--- src/rtl/div_iter.sv ---
// Radix-2 restoring iterative divider for the Execute stage.
// Produces {remainder, quotient} with MIPS DIV/DIVU semantics and a one-cycle ready pulse.
module div_iter #(
  parameter int WIDTH = 32
) (
  input  logic               clk,
  input  logic               resetn,
  input  logic               start,
  input  logic               signed_div,
  input  logic               annul,
  input  logic [WIDTH-1:0]   opa,
  input  logic [WIDTH-1:0]   opb,
  output logic [2*WIDTH-1:0] result,
  output logic               ready,
  output logic               busy
);

  localparam int CNT_W = $clog2(WIDTH + 1);

  typedef enum logic [1:0] {
    IDLE = 2'd0,
    BUSY = 2'd1,
    DONE = 2'd2
  } state_t;

  state_t              state_q, state_d;
  logic [CNT_W-1:0]    cnt_q, cnt_d;
  logic [WIDTH-1:0]    rem_q, rem_d;
  logic [WIDTH-1:0]    quo_q, quo_d;
  logic [WIDTH-1:0]    div_q, div_d;
  logic                neg_quo_q, neg_quo_d;
  logic                neg_rem_q, neg_rem_d;
  logic [2*WIDTH-1:0]  result_q, result_d;

  logic [WIDTH:0]      rem_sh;
  logic [WIDTH:0]      trial;
  logic                opa_neg;
  logic                opb_neg;

  // Two's-complement negate when requested; the most negative value maps onto itself.
  function automatic logic [WIDTH-1:0] cond_neg(input logic [WIDTH-1:0] v, input logic neg);
    return neg ? -v : v;
  endfunction

  assign opa_neg = signed_div & opa[WIDTH-1];
  assign opb_neg = signed_div & opb[WIDTH-1];

  // The invariant rem < divisor keeps the trial difference inside WIDTH+1 signed bits.
  assign rem_sh = {rem_q, quo_q[WIDTH-1]};
  assign trial  = rem_sh - {1'b0, div_q};

  always_comb begin
    state_d   = state_q;
    cnt_d     = cnt_q;
    rem_d     = rem_q;
    quo_d     = quo_q;
    div_d     = div_q;
    neg_quo_d = neg_quo_q;
    neg_rem_d = neg_rem_q;
    result_d  = result_q;

    case (state_q)
      IDLE: begin
        if (start && !annul) begin
          if (opb == '0) begin
            state_d  = DONE;
            result_d = {opa, {WIDTH{1'b1}}};
          end else begin
            state_d   = BUSY;
            div_d     = cond_neg(opb, opb_neg);
            quo_d     = cond_neg(opa, opa_neg);
            rem_d     = '0;
            cnt_d     = '0;
            neg_quo_d = opa_neg ^ opb_neg;
            neg_rem_d = opa_neg;
          end
        end
      end
      BUSY: begin
        if (annul) begin
          state_d = IDLE;
        end else if (cnt_q == CNT_W'(WIDTH)) begin
          state_d  = DONE;
          result_d = {cond_neg(rem_q, neg_rem_q), cond_neg(quo_q, neg_quo_q)};
        end else begin
          // Dividend bits shift out of quo into rem while quotient bits shift in at LSB.
          if (!trial[WIDTH]) begin
            rem_d = trial[WIDTH-1:0];
            quo_d = {quo_q[WIDTH-2:0], 1'b1};
          end else begin
            rem_d = rem_sh[WIDTH-1:0];
            quo_d = {quo_q[WIDTH-2:0], 1'b0};
          end
          cnt_d = cnt_q + CNT_W'(1);
        end
      end
      DONE: begin
        state_d = IDLE;
      end
      default: begin
        state_d = IDLE;
      end
    endcase
  end

  always_ff @(posedge clk or negedge resetn) begin
    if (!resetn) begin
      state_q   <= IDLE;
      cnt_q     <= '0;
      rem_q     <= '0;
      quo_q     <= '0;
      div_q     <= '0;
      neg_quo_q <= 1'b0;
      neg_rem_q <= 1'b0;
      result_q  <= '0;
    end else begin
      state_q   <= state_d;
      cnt_q     <= cnt_d;
      rem_q     <= rem_d;
      quo_q     <= quo_d;
      div_q     <= div_d;
      neg_quo_q <= neg_quo_d;
      neg_rem_q <= neg_rem_d;
      result_q  <= result_d;
    end
  end

  assign result = result_q;
  assign ready  = (state_q == DONE);
  assign busy   = (state_q != IDLE);

endmodule

--- config.mk ---
export PLATFORM = sky130hd
export DESIGN_NAME = div_iter
export DESIGN_NICKNAME = d
export VERILOG_FILES = /design/src/rtl/div_iter.sv
export SDC_FILE = /design/constraint.sdc
export NUM_CORES = 1
export LEC_CHECK = 0
export BUFFER_PORTS_ARGS = -buffer_cell sky130_fd_sc_hd__buf_2
export CORE_ASPECT_RATIO = 0.8
export CORE_UTILIZATION = 55
export DETAILED_ROUTE_END_ITERATION = 10
export GPL_TIMING_DRIVEN = 0
export PLACE_DENSITY = 0.76
export SYNTH_ARGS = -nofsm -noshare
export SYNTH_HDL_FRONTEND = slang
export SYNTH_SLANG_ARGS = --single-unit
--- constraint.sdc ---
create_clock -name clk -period 8.8 [get_ports clk]
set_clock_uncertainty 0.15 [all_clocks]
set_input_delay 2.64 -clock clk [delete_from_list [all_inputs] [get_ports clk]]
set_output_delay 2.64 -clock clk [all_outputs]
set_load 0.01 [all_outputs]
==> metrics list, run 1 <==
* Number of iterations in the first detailed-routing pass: 7
* Number of cells on the worst hold path: 2
- For hold timing, the worst endpoint is result[48].
- The worst setup path is launched from an input pin.
- Post-detailed-route count of antenna-violating nets: 0
* Average detailed-routed wire length per instance: 20.2 um
* Antenna violations before repair: 0
* Async set or reset register ratio after synthesis: 100%
- The wire-length estimate of the detail-placed layout is 28300 um.
- The floorplan has 46 rows.
- Final hold violation count: 0
- Horizontal die dimension: 163 um
- Max-slew violation total from the final report: 0
- Total of hold buffers inserted after clock tree synthesis: 0
* Total I/O pin count: 135
* Total number of H-tree levels: 4
- Root Buffer Master: clkbuf_16
- The total area inside the core boundary comes to 20100 um2.
- Via count of the first global-routing pass: 10.2k
- Area growth syn-to-layout: 14.3%
- Tightest slew margin relative to the limit: 29.7%
- After detailed routing, the number of vias per cell comes to 6.22.
- The number of antenna diodes in the final layout is 0.
- Unrepaired setup endpoints after global routing: false
- Cell area after technology mapping: 11400 um2
- For this run, the top clock speed supported by timing is 0.172 GHz.
* Final Routed Wirelength: 36800 um
* Vertical extent of the die: 131 um
- Launching point of the worst reg2reg path: rem_q[4]
* DRC violation total after the first TritonRoute iteration: 1403
* Synth Area in Simple Gates: 19.3%
- The startpoint identified for the worst hold timing path is result[48].
- Power comes to 3230 uW.
- In this run the static leakage power is 0.00600 uW.
* Clock slew at the register clock pins of the worst setup and hold paths: 70 ps
- Post-synthesis share of cell area spent on full adders, half adders and majority gates: 4.33%
- Post-CTS resize count: 0
- In this run, synthesis inferred 0 flip-flops with an integrated enable.
* Synth Area in Compound Gates: 21.6%
- Once the floorplan was initialized, standard cells occupied 57.0% of the core.
* Worst Path Required: 8940 ps
* Final weighted congestion of routability-driven global placement: 0.959
- During synthesis, Yosys emitted a total of 0 warnings.
- Share of cell area taken by muxes after synthesis: 1.76%
* Register area share after synthesis: 37.2%
- Final count of negative-setup-slack endpoints: 0
- After routing, the total negative slack on setup checks comes to 0 ps.
- The routed layout has 11.3k vias.
- The setup check on the worst reg-to-reg path leaves a slack of 3590 ps.
- Yosys mapped the design onto 65 distinct sky130hd cell types.
* Global-route wire length before repair: 56900 um
* Remaining global-route overflow: 0
- When the netlist entered floorplanning its net count stood at 1496.
- The flow ran to the end, and the final reports show no timing, DRC or antenna violations.
- Number of standard cells after synthesis: 1388
* Category of the most critical setup path: input pin to register
- Maximum capacitance violations: 0
* Shortest clock period the worst path allows after layout: 5810 ps
- Worst EP arrival: 5950 ps
* Synth Register Bits: 170
- Sinks on the clock net: 170
- GRT Util Overall: 35.2%
* Clock buffers created by TritonCTS: 17
- The net count of the finished layout is 1650.
* Max Buffers Root-to-Sink: 2
* Post-synthesis share of cell area spent on xor and xnor gates: 11.3%
- Quantity of I/O buffers inserted on ports: 134
- Count of buffers added by post-CTS timing repair for setup: 0
- Entering global routing, the biggest net connects 89 pins.
- The endpoint identified for the worst register-to-register timing path is rem_q[2].
- Primary flip-flop cell chosen by synthesis mapping: dfrtp_1
- The post-route netlist has 13.3% of its cells at a drive strength greater than 1.
* Slew at the pin closest to its max-slew limit: 1050 ps
* TritonCTS clock tree: yes
* Worst vdd ir: 156 uV
- By area, the combinational part of the netlist is dominated by compound AO/OA/AOI/OAI gates.
- Power spread over the standard cell area amounts to 247 nW/um2.
- The die covers 21400 um2.
- The worst hold path belongs to the class register to register.
- At the later pin of the worst-skew pair, clock insertion delay measures 450 ps.
- Measured in cells, the most critical reg-to-reg path has a length of 10.
- Share of the clock period used by the worst path after layout: 66.0%
- Largest fanout on the critical path: 10
- The worst setup path is captured at a register.
* Number of remaining DRC errors: 0
- Synthesized area per cell: 8.24 um2
## state kept, by name, summed over array words and instances, names as in the netlist
| signal | flops |
|---|---|
| rem_q | 32 |
| quo_q | 32 |
| neg_quo_q | 1 |
| cnt_q | 6 |
| state_q | 2 |
| div_q | 32 |
| result | 64 |
| neg_rem_q | 1 |
## worst max-delay path, stage by stage
cell and delay (ps):
buf_2 110, or3_1 440, and4bb_1 460, nand4b_1 190, nand2b_1 260, or4_4 570, nor2_1 240, nor2_1 230
clkinv_1 350, buf_2 330, a31oi_1 130
## layout make-up
| class | instances | area (um2) |
|---|---|---|
| buffer | 77 | 324 |
| sequential | 170 | 4250 |
| clock inverter | 14 | 163 |
| inverter | 51 | 191 |
| timing repair buffer | 135 | 708 |
| multi-input combinational | 1090 | 6670 |
| fill | 1777 | 7020 |
| clock buffer | 18 | 429 |
| tap | 264 | 330 |
## cells by family (layout without fill, tap and decap cells)
family,count (synthesis),after routing
compound gates,411,411
xor+xnor,148,148
fa+ha+maj,39,39
buf+inv,128,295
flops,170,170
mux,20,20
simple gates,472,472
## worst max path at each step
stage / slack [ps] / endpoint / cells past startpoint / from
CTS: 3100 / result[27] / 11 / opb[8]
floorplan: 3410 / quo_q[30] / 13 / opb[8]
detailed placement: 2670 / result[27] / 11 / opb[8]
global placement: 2230 / result[20] / 1 / resetn
global route: 2890 / result[31] / 12 / opb[8]
finish: 2990 / result[27] / 11 / opb[8]
## per-layer routing
layer	GRT usage [%]	wire (um)	vias up
li1	-	-	5207
met2	47.9	14900	550
met4	10.3	799	0
met5	0	0	-
met3	10.1	4070	62
met1	53.2	17100	5504
## cell usage after synthesis, types with 19 or more instances
library cell	instances	share of area, %
a21oi_1	128	5.6
clkbuf_1	54	1.8
dfrtp_1	170	37
ha_1	38	4.2
inv_1	49	1.6
mux2i_1	19	1.7
nand2_1	181	5.9
nand3_1	41	1.8
nor2_1	117	3.8
nor3_1	38	1.7
o21ai_0	149	6.5
o31ai_1	27	1.8
or3_1	23	1.3
xnor2_1	45	3.4
xor2_1	103	7.9
## layout by cell type (no fill, tap or decap), types with 6 or more instances in the layout
cell,count
o41ai_1,14
or3_1,23
dfrtp_1,170
a31oi_1,11
inv_1,49
ha_1,38
a21o_1,14
nor2_1,117
nand2_1,181
and3_1,11
o311ai_0,14
o21ai_0,149
xor2_1,103
o211ai_1,10
a21oi_1,128
nand3_1,41
clkbuf_1,55
clkbuf_16,17
nor4_1,7
a211oi_1,10
buf_2,149
nand2b_1,8
nand4_1,6
nor3_1,38
o31ai_1,27
xnor2_1,45
mux2i_1,19
## power breakdown
part,switching [uW],total [uW],internal (uW)
Combinational,868,1390,522
Clock,355,780,425
Sequential,165,1060,894
## per-stage QoR
stage | util (%) | hold WS, ps | area [um2] | setup slack [ps] | std cells
floorplan | - | 300 | 11400 | 3410 | 1388
global placement | 61.9 | 307 | 12400 | 2230 | 1786
detailed placement | 62.1 | 318 | 12500 | 2670 | 1787
CTS | 65.1 | 334 | 13100 | 3100 | 1819
global route | 65.1 | 361 | 13100 | 2890 | 1819
finish | 65.1 | 324 | 13100 | 2990 | 1819
Power figures use the tool's default switching activity.
==> run 2: changes to the inputs <==
- ABC_AREA: default -> 1
- PLACE_DENSITY: 0.76 -> 0.78
- clock period: 8.8 -> 4.92 ns (I/O delays scaled with it)
==> run 2 against run 1 <==
Effect of this change:
- global-route usage is 3.3 points higher
- first-iteration DRC count increased by 62%
- worst hold slack improved by 7.8 ps
- sequential power is 110% higher
- sequential share of layout area decreased by 3.9 points
- largest power group unchanged
- highest routed layer unchanged
==> metrics list, run 2 <==
- The hold violation total from the final report came to 0.
- After detailed routing, the total wire length is 47100 um.
* Highest layer used for signal routing: met4
* Async set or reset register ratio after synthesis: 100%
- Of the total power, the share spent switching nets is 47.3%.
* Gate power share: 49.2%
- For this run, the slowest stage of the critical path takes 380 ps.
- Counting flops with a built-in enable in the synthesized netlist gives 0.
- Top cell type's share of synthesized area: 32.3%
- Yosys printed 0 warnings.
* Total number of nets in the final design: 2318
* Most common library cells after synthesis: nand2_1, inv_1, nor2_1
* Final count of negative-setup-slack endpoints: 0
- Main area contributors after synthesis: dfrtp_1, nand2_1, inv_1
* Cell breakdown of the critical path: buf_2 -> inv_1 -> ha_1 -> nand4_4 -> nor2_2 -> nand2_1 -> nor2_2 -> nand2_1 -> nand2_2 -> inv_2 -> clkbuf_1 -> o211ai_1 -> o21ai_0
* Slew at the pin closest to its max-slew limit: 1110 ps
- Wire length on met3: 6280 um
- Maximum capacitance violations: 0
* Clock buffers created by TritonCTS: 17
* TritonCTS clock tree: yes
* Worst slack at placement: 1220 ps
- Once detailed placement completed, the half-perimeter wirelength came to 37200 um.
- Number of inserted filler cells in the final layout: 2281
* Synth Net Count: 2164
- Summing all non-filler instances in the final layout gives an area of 14900 um2.
* Nature of the critical path endpoint: register
* P per Cell Area: 488 nW/um2
- Cell area reported after detailed placement: 14300 um2
- Number of remaining DRC errors: 0
* Antenna violations before repair: 1
- Relative to the synthesized area, the layout overhead comes to 12.9%.
- Clk pwr share: 19.6%
- Class of the most critical hold timing path: register to register
- For this design, the sink count on the clock tree is 170.
* Detailed-routed wire length on met2: 18700 um
- The top cell types in the final layout, fill and taps aside, are nand2_1, inv_1, nor2_1.
* Horizontal die dimension: 175 um
- Routed via count: 14.6k
- The netlist uses 50 different library cells.
- Max-slew violation total from the final report: 0
* Max Clock Freq: 0.299 GHz
- The number of global-route vias before repair is 13.0k.
* Total number of H-tree levels: 4
- Setup repair after global routing left no endpoint under its margin.
- Share of the clock period used by the worst path after layout: 67.9%
- Register area share after synthesis: 32.3%
* Highest-delay cell along the critical path: clkbuf_1
- Area of the core: 23500 um2
- Cell taking the most area after synthesis: dfrtp_1
- Worst skew pair latency: 460 ps
* Psw: 3420 uW
* Category of the most critical setup path: input pin to register
- After synthesis the cells add up to 13200 um2.
* Number of standard cells after synthesis: 2056
- Count of inserted antenna diode cells: 0
- The worst path in the final design needs a cycle of 3340 ps, including I/O delays and setup.
* Synth Register Bits: 170
- The register with the most flip-flops in the layout has 64 of them.
- At the end of routability-driven placement, the weighted congestion stood at 1.05.
- The most used flip-flop cell after synthesis is dfrtp_1.
* Clock slew at the register clock pins of the worst setup and hold paths: 70 ps
- Data on the critical path arrives at its endpoint at 3500 ps.
- Total of hold buffers inserted after clock tree synthesis: 0
* Outcome: complete, no violations
- Worst vdd ir: 334 uV
- At the worst endpoint, the required time is 5080 ps.
- Post-detailed-route count of antenna-violating nets: 0
- Most common library cell in the layout ignoring fill and taps: nand2_1
- Total power after layout: 7250 uW
- Using the TritonRoute via totals, the vias-per-cell ratio works out to 5.75.
- Number of iterations in the first detailed-routing pass: 6
* Largest fanout on the critical path: 10
- The total overflow left after global routing is 0.
- Average detailed-routed wire length per instance: 18.6 um
* Crit path launch type: input pin
- The longest clock path from root to sink contains 2 buffers.
- Initial Utilization: 56.1%
* Internal power: 3820 uW
- Count of buffers added by post-CTS timing repair for setup: 0
* Global-route wire length before repair: 72100 um
* Std cell rows: 50
* Detailed-routing wirelength on met1: 21400 um
- Total I/O pin count: 135
- GRT Util Overall: 38.5%
- Vertical extent of the die: 140 um
- Setup slack on the critical path of the routed design comes to 1580 ps.
- For this block, the initial DRC count from the detailed router was 2273.
- Top-count cell post-synth: nand2_1
- Entering global routing, the biggest net connects 87 pins.
- Dividing the synthesized area by the synthesized cell count gives 6.40 um2.
* Sequential group share of total power: 31.2%
- Headroom to the max-slew limit came out at 25.7%.
- Share of final-layout standard cells stronger than drive strength 1: 11.0%
- Pleak: 0.00790 uW
* Post-CTS resize count: 0
- Die Footprint: 24600 um2
- Quantity of I/O buffers inserted on ports: 134
* Root Buffer Master: clkbuf_16
## run 2: cell types whose count changed in the layout (fill, tap and decap cells not counted), sizes merged, moves of 27 or more
cell / delta
nand2: +445
inv: +243
nand3: +157
nor2: +115
xor2: -64
a21oi: -50
xnor2: -28
clkbuf: -27
## run 2: cell families (layout without fill, tap and decap cells)
logic type                 Yosys count  after routing  share of synthesized area [%]
buffers and inverters              362            529                           11.0
DFF                                170            170                           32.3
xor gates and xnor gates            56             56                           3.73
and+or+nand+nor                   1134           1134                           36.2
adders and majority gates           39             39                           3.76
AOI/OAI and AO/OA                  291            291                           12.7
muxes                                4              4                          0.304
## run 2: path summary, 6_finish.rpt
check	start	to	slack, ps	cells past startpoint
min in group asynchronous	resetn	rem_q[7]	830	1
worst min-delay path	result[52]	result[52]	330	2
worst max-delay path	opb[0]	quo_q[6]	1580	13
worst min register to register	result[52]	result[52]	330	2
max in group asynchronous	resetn	result[30]	2900	2
worst max register to register	quo_q[31]	rem_q[25]	1660	18
## run 2: through the flow
| step | setup TNS (ps) | instances | util (%) | hold WS [ps] |
|---|---|---|---|---|
| after global placement | -75090 | 2502 | 60.6 | 311 |
| after detailed placement | 0 | 2503 | 60.8 | 310 |
| after CTS | 0 | 2535 | 63.3 | 333 |
| after floorplan | 0 | 2056 | - | 299 |
| final | 0 | 2535 | 63.3 | 332 |
| after global routing | 0 | 2535 | 63.3 | 362 |
## run 2: worst max-delay path: cells and delay by family
kind / cells / cell delay, ps
simple gates: 6 / 760
buf+inv: 4 / 630
fa+ha+maj: 1 / 270
compound gates: 2 / 360
## run 2: power groups by stage
stage / Clock [uW] / Combinational [uW] / Sequential, uW
after CTS: 1430 / 3460 / 2240
final: 1420 / 3560 / 2260
after global placement: 0 / 3370 / 2250
after detailed placement: 0 / 3430 / 2260
after floorplan: 0 / 2220 / 2290
after global routing: 1480 / 3930 / 2300
## run 2: layer usage
layer	vias up	GRT usage (%)
met5	-	0
met4	0	8.74
met3	75	12.3
met2	854	52.8
met1	6739	58.1
li1	6902	-
## run 2: area by class of cell
| type | count | area [um2] | share of cell area, % |
|---|---|---|---|
| Multi-Input combinational cell | 1524 | 7460 | 50.2 |
| Sequential cell | 170 | 4250 | 28.6 |
| Inverter | 295 | 1110 | 7.45 |
| Timing Repair Buffer | 135 | 708 | 4.77 |
| Clock buffer | 18 | 439 | 2.96 |
| Tap cell | 312 | 390 | 2.63 |
| Buffer | 67 | 342 | 2.30 |
| Clock inverter | 14 | 161 | 1.09 |
==> run 3: changes to the inputs <==
- PLACE_DENSITY: 0.78 -> 0.75
- clock period: 4.92 -> 3.3 ns (I/O delays scaled with it)
==> run 3 against run 2 <==
Effect of this change:
- cell count stayed put
- largest power group unchanged
- count of clock-buffer cells in the layout is 1 higher
- highest routed layer unchanged
- flip-flop and latch count stayed put
- sequential power is 50% higher
- die area stayed put
- critical path depth is 5 higher
- worst hold slack better by 1.4 ps
- non-clock buffer count stayed put
- clock power is 49% higher
- sequential share of layout area hardly changed
- first-iteration DRC count is 7.4% lower
- via count is 0.80% higher
==> metrics list, run 3 (same netlist as run 2, synthesis figures left out) <==
- Outcome: complete, no violations
- Across every metal layer, demand over resource in global routing totals 39.2%.
- Of all nets on the critical path, the largest fanout is 10.
- Across the run, the number of max-cap violations was 0.
- Slew at the pin closest to its max-slew limit: 978 ps
- Pleak: 0.00791 uW
- The number of global-route vias before repair came to 13.3k.
- The register with the most flip-flops in the layout has 64 of them.
- Post-detailed-route count of antenna-violating nets: 0
- Most numerous cell on the critical path: nand2_1
- Worst skew pair latency: 450 ps
- Of the available clock period, the critical path in the final layout requires 93.5%.
- Number of standard cells in the final layout excluding fillers: 2535
- TritonCTS built the clock tree.
- Vertical extent of the die: 140 um
* Area of all placed cells without fillers: 14900 um2
* DP Cell Count: 2503
* Worst vdd ir: 435 uV
* Tightest slew margin relative to the limit: 34.7%
- Remaining global-route overflow: 0
- Crit path launch type: register
* Max-slew violation total from the final report: 0
- Cell breakdown of the critical path: inv_2 -> ha_1 -> fa_1 -> inv_1 -> nand2_1 -> nand2_1 -> nand3_1 -> nand2_1 -> nand2_1 -> nand2_2 -> nand2_1 -> nand2_1 -> nand2_1 -> nand2_2 -> buf_6 -> nand3_1 -> nand3_1 -> nand2_1
- Maximum number of pins on one net before global-route repair: 87
- Worst EP arrival: 3270 ps
- Std cell rows: 50
* Antenna violations before repair: 0
- The number of clock buffers added by TritonCTS is 17.
* Dominant delay contributor by cell family on the critical path: simple AND/OR/NAND/NOR gates
* Nature of the critical path endpoint: register
- Power spread over the standard cell area amounts to 732 nW/um2.
- The H-tree generated during clock tree synthesis spans 4 levels.
- Sinks on the clock net: 170
- Routed via count: 14.7k
- Global-route wire length before repair: 73400 um
* Class of the most critical hold timing path: register to register
- After detailed routing, the number of vias per cell comes to 5.79.
- Total I/O pin count: 135
- For this block, the routed nets add up to 48100 um of wire.
- The die covers 24600 um2.
- The setup path with the least slack is of type register to register.
- For this block, the initial DRC count from the detailed router was 2104.
* Maximum cell stage delay along the critical path: 420 ps
- Final WS setup: 216 ps
* Initial Utilization: 56.1%
* Number of iterations in the first detailed-routing pass: 7
- Root Buffer Master: clkbuf_16
- Unrepaired setup endpoints after global routing: false
- After detailed routing, the number of remaining DRC violations is 0.
- In this run the most used layer during global routing was met1.
- Timing would allow up to 0.324 GHz.
- Share of final-layout standard cells stronger than drive strength 1: 11.1%
* Total number of nets in the final design: 2318
- The area growth from synthesis to layout is 13.0%.
- Once detailed placement completed, the half-perimeter wirelength came to 38100 um.
* Global Route met3 Usage: 12.1%
* Met2 demand-to-capacity share in global routing: 53.6%
* Shortest clock period the worst path allows after layout: 3080 ps
- After clock tree synthesis, the clock-pin slew on the worst setup and hold paths is 70 ps.
* Most common library cell in the layout ignoring fill and taps: nand2_1
* Final count of negative-setup-slack endpoints: 0
- In this run the tool buffered the top-level ports with 134 buffer cells.
* Max Buffers Root-to-Sink: 2
* Horizontal die dimension: 175 um
- The total area inside the core boundary comes to 23500 um2.
- The hold violation total from the final report was 0.
- Power comes to 10900 uW.
- Highest-delay cell along the critical path: fa_1
* Worst Path Required: 3490 ps
- The repair_antennas step left the layout with diodes totalling 0.
* Buf+Inv Stages, Crit Path: 3
- The congestion estimate from routability-driven global placement came to 1.02.
- Average detailed-routed wire length per instance: 19.0 um
- In the layout the commonest cells are nand2_1, inv_1, nor2_1.
* Cell area reported after detailed placement: 14300 um2
- Before CTS, the worst setup slack after placement is 69.7 ps.
- Global routing used 58.8% of the available met1 tracks.
* Total of hold buffers inserted after clock tree synthesis: 0
run 3: report_power, final:
| part | internal [uW] | leakage (uW) | total, uW | switching, uW |
|---|---|---|---|---|
| Sequential | 2790 | 0.00209 | 3380 | 587 |
| Clock | 1160 | 0.000291 | 2110 | 943 |
| Combinational | 1760 | 0.00553 | 5400 | 3630 |
| Total | 5720 | 0.00791 | 10900 | 5160 |
run 3: worst paths after layout:
path / from / endpoint / slack, ps / cells after the start
min reg2reg: result[60] / result[60] / 330 / 2
max reg2reg: quo_q[31] / rem_q[19] / 220 / 18
max in group asynchronous: resetn / quo_q[31] / 1750 / 2
max: quo_q[31] / rem_q[19] / 220 / 18
min in group asynchronous: resetn / rem_q[9] / 360 / 1
min: result[60] / result[60] / 330 / 2
run 3: worst register-to-register path, stage by stage (launching register included):
cell and delay, ps:
dfrtp_1 340, inv_2 100, ha_1 250, fa_1 420, inv_1 80, nand2_1 50, nand2_1 110, nand3_1 90
nand2_1 150, nand2_1 90, nand2_2 110, nand2_1 120, nand2_1 100, nand2_1 70, nand2_2 170, buf_6 200
nand3_1 190, nand3_1 120, nand2_1 60
run 3: stage by stage:
step | TNS (ps) | utilization [%] | hold WS (ps)
5_1_grt | 0 | 63.4 | 355
2_1_floorplan | 0 | - | 299
6_report | 0 | 63.4 | 333
3_3_place_gp | -270380 | 60.6 | 311
3_5_place_dp | 0 | 60.8 | 310
4_1_cts | 0 | 63.3 | 334
run 3: cell type report:
| cell class | instances | area, um2 |
|---|---|---|
| Multi-Input combinational cell | 1524 | 7470 |
| Tap cell | 312 | 390 |
| Sequential cell | 170 | 4250 |
| Clock inverter | 13 | 141 |
| Inverter | 295 | 1110 |
| Clock buffer | 19 | 453 |
| Timing Repair Buffer | 135 | 708 |
| Buffer | 67 | 349 |
| Fill cell | 2242 | 8590 |
run 3: repair_timing:
action | CTS | global route
endpoints found under the hold margin | 0 | 0
resized for setup | 0 | 5
endpoints found under the setup margin | 0 | 5
setup buffers | 0 | 0
run 3: metal layers:
metal | vias to the layer above | part of all wire [%]
met1 | 6818 | 46
met5 | - | 0
met3 | 91 | 12
met2 | 866 | 39
li1 | 6911 | -
met4 | 0 | 2.1
